File: src/rtl/alu_op_sequencer.sv
`timescale 1ns/1ps
`default_nettype none
// ============================================================================
//  Module      : alu_op_sequencer
//  Description : Issuing side of an ALU function-select interface. Accepts
//                SINGLE / MUL requests over valid/ready, drives registered
//                ALU operands and FS codes, and returns result, zero flag and
//                error over a held valid/ready response channel.
//                Optional feature macro: ALU_SEQ_MUL_EN (enables the
//                shift-add MUL sequence; otherwise op 01 is illegal).
//  Revision    : 1.0 - initial release
// ============================================================================
module alu_op_sequencer #(
    parameter int         WIDTH   = 16,
    parameter logic [3:0] IDLE_FS = 4'b1011
) (
    input  logic             clk,
    input  logic             rst,
    input  logic             req_valid,
    output logic             req_ready,
    input  logic [1:0]       req_op,
    input  logic [3:0]       req_fs,
    input  logic [WIDTH-1:0] req_a,
    input  logic [WIDTH-1:0] req_b,
    output logic [WIDTH-1:0] alu_a,
    output logic [WIDTH-1:0] alu_b,
    output logic [3:0]       alu_fs,
    input  logic [WIDTH-1:0] alu_result,
    output logic             rsp_valid,
    input  logic             rsp_ready,
    output logic [WIDTH-1:0] rsp_data,
    output logic             rsp_z,
    output logic             rsp_err
);

    localparam logic [2:0] S_IDLE      = 3'd0;
    localparam logic [2:0] S_SINGLE    = 3'd1;
    localparam logic [2:0] S_DONE      = 3'd4;
`ifdef ALU_SEQ_MUL_EN
    localparam logic [2:0] S_MUL_ADD   = 3'd2;
    localparam logic [2:0] S_MUL_SHIFT = 3'd3;
    localparam logic [3:0] FS_ADD      = 4'b0000;
    localparam logic [3:0] FS_SHL      = 4'b0110;
    localparam int         CW          = $clog2(WIDTH + 1);
    localparam logic [CW-1:0] CNT_INIT = CW'(WIDTH);
`endif

    logic [2:0]       state_q,    state_d;
    logic [WIDTH-1:0] alu_a_q,    alu_a_d;
    logic [WIDTH-1:0] alu_b_q,    alu_b_d;
    logic [3:0]       alu_fs_q,   alu_fs_d;
    logic [WIDTH-1:0] rsp_data_q, rsp_data_d;
    logic             rsp_z_q,    rsp_z_d;
    logic             rsp_err_q,  rsp_err_d;
`ifdef ALU_SEQ_MUL_EN
    logic [WIDTH-1:0] acc_q, acc_d;
    logic [WIDTH-1:0] mc_q,  mc_d;
    logic [WIDTH-1:0] mp_q,  mp_d;
    logic [CW-1:0]    cnt_q, cnt_d;
`endif

    // Next-state logic: ALU drive values are computed for the state being entered
    always_comb begin
        state_d    = state_q;
        alu_a_d    = alu_a_q;
        alu_b_d    = alu_b_q;
        alu_fs_d   = alu_fs_q;
        rsp_data_d = rsp_data_q;
        rsp_z_d    = rsp_z_q;
        rsp_err_d  = rsp_err_q;
`ifdef ALU_SEQ_MUL_EN
        acc_d      = acc_q;
        mc_d       = mc_q;
        mp_d       = mp_q;
        cnt_d      = cnt_q;
`endif
        case (state_q)
            S_IDLE: begin
                alu_fs_d = IDLE_FS;
                if (req_valid) begin
                    case (req_op)
                        2'b00: begin
                            state_d  = S_SINGLE;
                            alu_a_d  = req_a;
                            alu_b_d  = req_b;
                            alu_fs_d = req_fs;
                        end
`ifdef ALU_SEQ_MUL_EN
                        2'b01: begin
                            acc_d = '0;
                            mc_d  = req_a;
                            mp_d  = req_b;
                            cnt_d = CNT_INIT;
                            if (req_b[0]) begin
                                state_d  = S_MUL_ADD;
                                alu_a_d  = '0;
                                alu_b_d  = req_a;
                                alu_fs_d = FS_ADD;
                            end else begin
                                state_d  = S_MUL_SHIFT;
                                alu_a_d  = req_a;
                                alu_b_d  = '0;
                                alu_fs_d = FS_SHL;
                            end
                        end
`endif
                        default: begin
                            state_d    = S_DONE;
                            rsp_data_d = '0;
                            rsp_z_d    = 1'b1;
                            rsp_err_d  = 1'b1;
                        end
                    endcase
                end
            end
            S_SINGLE: begin
                state_d    = S_DONE;
                rsp_data_d = alu_result;
                rsp_z_d    = (alu_result == '0);
                rsp_err_d  = 1'b0;
                alu_fs_d   = IDLE_FS;
            end
`ifdef ALU_SEQ_MUL_EN
            S_MUL_ADD: begin
                acc_d    = alu_result;
                state_d  = S_MUL_SHIFT;
                alu_a_d  = mc_q;
                alu_b_d  = '0;
                alu_fs_d = FS_SHL;
            end
            S_MUL_SHIFT: begin
                mc_d  = alu_result;
                mp_d  = mp_q >> 1;
                cnt_d = cnt_q - CW'(1);
                if (mp_d == '0 || cnt_d == '0) begin
                    // Shift steps never touch acc, so acc_q is the final product
                    state_d    = S_DONE;
                    rsp_data_d = acc_q;
                    rsp_z_d    = (acc_q == '0);
                    rsp_err_d  = 1'b0;
                    alu_fs_d   = IDLE_FS;
                end else if (mp_d[0]) begin
                    state_d  = S_MUL_ADD;
                    alu_a_d  = acc_q;
                    alu_b_d  = mc_d;
                    alu_fs_d = FS_ADD;
                end else begin
                    state_d  = S_MUL_SHIFT;
                    alu_a_d  = mc_d;
                    alu_b_d  = '0;
                    alu_fs_d = FS_SHL;
                end
            end
`endif
            S_DONE: begin
                alu_fs_d = IDLE_FS;
                if (rsp_ready) begin
                    state_d = S_IDLE;
                end
            end
            default: begin
                state_d  = S_IDLE;
                alu_fs_d = IDLE_FS;
            end
        endcase
    end

    // State and datapath registers with synchronous reset
    always_ff @(posedge clk) begin
        if (rst) begin
            state_q    <= S_IDLE;
            alu_a_q    <= '0;
            alu_b_q    <= '0;
            alu_fs_q   <= IDLE_FS;
            rsp_data_q <= '0;
            rsp_z_q    <= 1'b0;
            rsp_err_q  <= 1'b0;
`ifdef ALU_SEQ_MUL_EN
            acc_q      <= '0;
            mc_q       <= '0;
            mp_q       <= '0;
            cnt_q      <= '0;
`endif
        end else begin
            state_q    <= state_d;
            alu_a_q    <= alu_a_d;
            alu_b_q    <= alu_b_d;
            alu_fs_q   <= alu_fs_d;
            rsp_data_q <= rsp_data_d;
            rsp_z_q    <= rsp_z_d;
            rsp_err_q  <= rsp_err_d;
`ifdef ALU_SEQ_MUL_EN
            acc_q      <= acc_d;
            mc_q       <= mc_d;
            mp_q       <= mp_d;
            cnt_q      <= cnt_d;
`endif
        end
    end

    assign req_ready = (state_q == S_IDLE);
    assign rsp_valid = (state_q == S_DONE);
    assign alu_a     = alu_a_q;
    assign alu_b     = alu_b_q;
    assign alu_fs    = alu_fs_q;
    assign rsp_data  = rsp_data_q;
    assign rsp_z     = rsp_z_q;
    assign rsp_err   = rsp_err_q;

endmodule
`default_nettype wire

File: config.mk
export PLATFORM = sky130hd
export DESIGN_NAME = alu_op_sequencer
export DESIGN_NICKNAME = d
export VERILOG_FILES = /design/src/rtl/alu_op_sequencer.sv
export SDC_FILE = /design/constraint.sdc
export NUM_CORES = 1
export LEC_CHECK = 0
export ABC_AREA = 1
export BUFFER_PORTS_ARGS = -buffer_cell sky130_fd_sc_hd__buf_2
export CORE_MARGIN = 3
export CORE_UTILIZATION = 44
export CTS_CLUSTER_SIZE = 40
export DETAILED_ROUTE_END_ITERATION = 10
export PLACE_DENSITY = 0.85
export SLEW_MARGIN = 20
export SYNTH_ARGS = -nofsm -noshare
export SYNTH_HDL_FRONTEND = slang
export SYNTH_SLANG_ARGS = --single-unit
File: constraint.sdc
create_clock -name clk -period 1.4 [get_ports clk]
set_input_delay 0.07 -clock clk [delete_from_list [all_inputs] [get_ports clk]]
set_output_delay 0.07 -clock clk [all_outputs]
set_load 0.005 [all_outputs]
==> results.cfg <==
[run_status]
outcome = finished, final reports clean

[clocking]
cts_buffers = 5
postCtsSetupBuffers = 0
cts.sinks = 56
clock_path_buffers = 2
insertion_delay_ps = 300
htreeDepth = 2
clk_pin_slew_ps = 90
cts_tree = yes
cts_root_buf = clkbuf_8

[placement]
gp_congestion = 0.782
dp.cells = 415
portBuffers = 113
placed_cell_area_sq_um = 2650
place_hpwl_um = 3740
place_ws_ps = 71.9

[floorplanning]
rows = 24
die_h_um = 74.6
core_sq_um = 4440
start_util = 0.466
ios = 114
dieArea_sq_um = 5560
die_w_um = 74.6

[cells_and_area]
diodes = 0
finish.utilization = 0.632
syn2layout_area_growth_pct = 35.7
layout_common_cells = buf_2, nand2_1, dfxtp_1
final_common_cell = buf_2
layout-drive-gt1-share = 0.366
final_cell_count_no_fill = 429
fill_cells = 398
design_area_sq_um = 2810
nets = 434

[pwr]
p_per_area_nw_per_um2 = 1040
vdd_drop_max_uv = 493
power_leakage_nw = 1.30
power_mw = 2.91

[drt]
drt_iter0_markers = 78
route.detailed.drc = 0
vias_per_cell = 4.78
wl_um = 5260
via_count = 2052
ant_nets = 0
wl_per_cell_um = 12.3
first_pass_iters = 4

[logic_synthesis]
synthDistinctLibCells = 15
ys_ff_latch = 56
synthCells = 261
syn_nets = 319
ys_warn_count = 0
synth_area_per_cell_sq_um = 7.93
netlist_area_sq_um = 2070
yosysSeqAreaShare = 0.542

[worst_setup_path]
max_stage_delay_ps = 460
arrival_ps = 1180
crit_chain = inv_1 -> nor2_1 -> buf_2
crit_slowest_cell = dfxtp_1
critPathKind = reg2out
worstPathRequired_ps = 1330
startpoint_type = register
endpoint_kind = output port
r2r_setup_slack_ps = 160
cp_max_fo = 3

[timing]
holdWs_ps = 14.9
finClkSkew_ps = 5.75
fin_crit_ps = 1250
fin_setup_tns_ps = 0
setup_viol = 0
slew_headroom = 0.742
slew_viol_final = 0
setup_slack_ps = 147
rsz0062_at_grt = false
max_freq_mhz = 798
worstMarginPinSlew_ps = 385
layout_worst_path_cycle_share = 0.895
hold_viol = 0

[worst_hold_path]
hold_path_class = in2reg

[global_routing]
grt_pass1_vias = 1838
grt-ovfl-total = 0
grt_pass1_wl_um = 7900
grt_max_degree = 34
antenna_found_initial = 0
track_usage = 0.184

[run]
cap_viol_max_count = 0
[power by group]
group | switching, mW | internal (mW)
clock network | 0.483 | 0.396
logic | 0.196 | 0.162
registers | 0.0292 | 1.64
total | 0.708 | 2.20
[synthesized netlist by cell type]
master | instances | area, sq um
nand2_1 | 108 | 405
dfxtp_1 | 56 | 1120
a21oi_1 | 43 | 215
nor2_1 | 14 | 52.6
inv_1 | 11 | 41.3
a21oi_2 | 8 | 70.1
clkbuf_1 | 5 | 18.8
buf_2 | 4 | 20.0
buf_6 | 4 | 45.0
nand3_4 | 2 | 35.0
nor2_4 | 2 | 22.5
buf_1 | 1 | 3.75
clkinv_2 | 1 | 5.00
nand2_2 | 1 | 6.26
nor3b_1 | 1 | 7.51
[flip-flops by register name, summed over array words and instances (netlist names)]
name,cells
alu_fs,4
alu_a,16
alu_b,16
state_q,2
rsp_err,1
rsp_data,16
rsp_z,1
[kinds of logic after synthesis]
| family | count (synthesis) | synth area share |
|---|---|---|
| AOI/OAI and AO/OA | 51 | 0.138 |
| DFF | 56 | 0.542 |
| buffers and inverters | 26 | 0.0647 |
| and+or+nand+nor | 128 | 0.256 |
[worst max-delay path: cells and delay by family, from the launching register on]
| kind | cells | cell delay [ps] |
|---|---|---|
| flops | 1 | 460 |
| buf+inv | 2 | 260 |
| simple gates | 1 | 160 |
[metal layers]
metal,track usage,share of wire
met1,0.210,0.42
met2,0.324,0.50
met3,0.0568,0.073
met4,0.0632,0.012
met5,0,0
[layout make-up]
cell class                 instances  area, sq um  area share
sequential                        56         1120       0.399
multi-input combinational        179          815       0.290
timing repair buffer             122          664       0.237
clock buffer                       6         82.6      0.0294
tap                               52         65.1      0.0232
inverter                          12         50.0      0.0178
clock inverter                     2         10.0     0.00357
[worst paths after layout]
kind              startpoint        end  cells past startpoint
setup / recovery  state_q[2]  rsp_valid                      3
hold / removal      req_a[7]   alu_a[7]                      3
hold reg to reg      rsp_err    rsp_err                      2
setup reg to reg  state_q[2]  alu_b[15]                      5
[timing repair]
| item | CTS | global route |
|---|---|---|
| gates resized for setup | 0 | 3 |
| hold buffers | 4 | 2 |
| setup endpoints to repair | 0 | 26 |
| hold endpoints to repair | 4 | 2 |
Note: power is estimated with default switching activity, not from simulation.
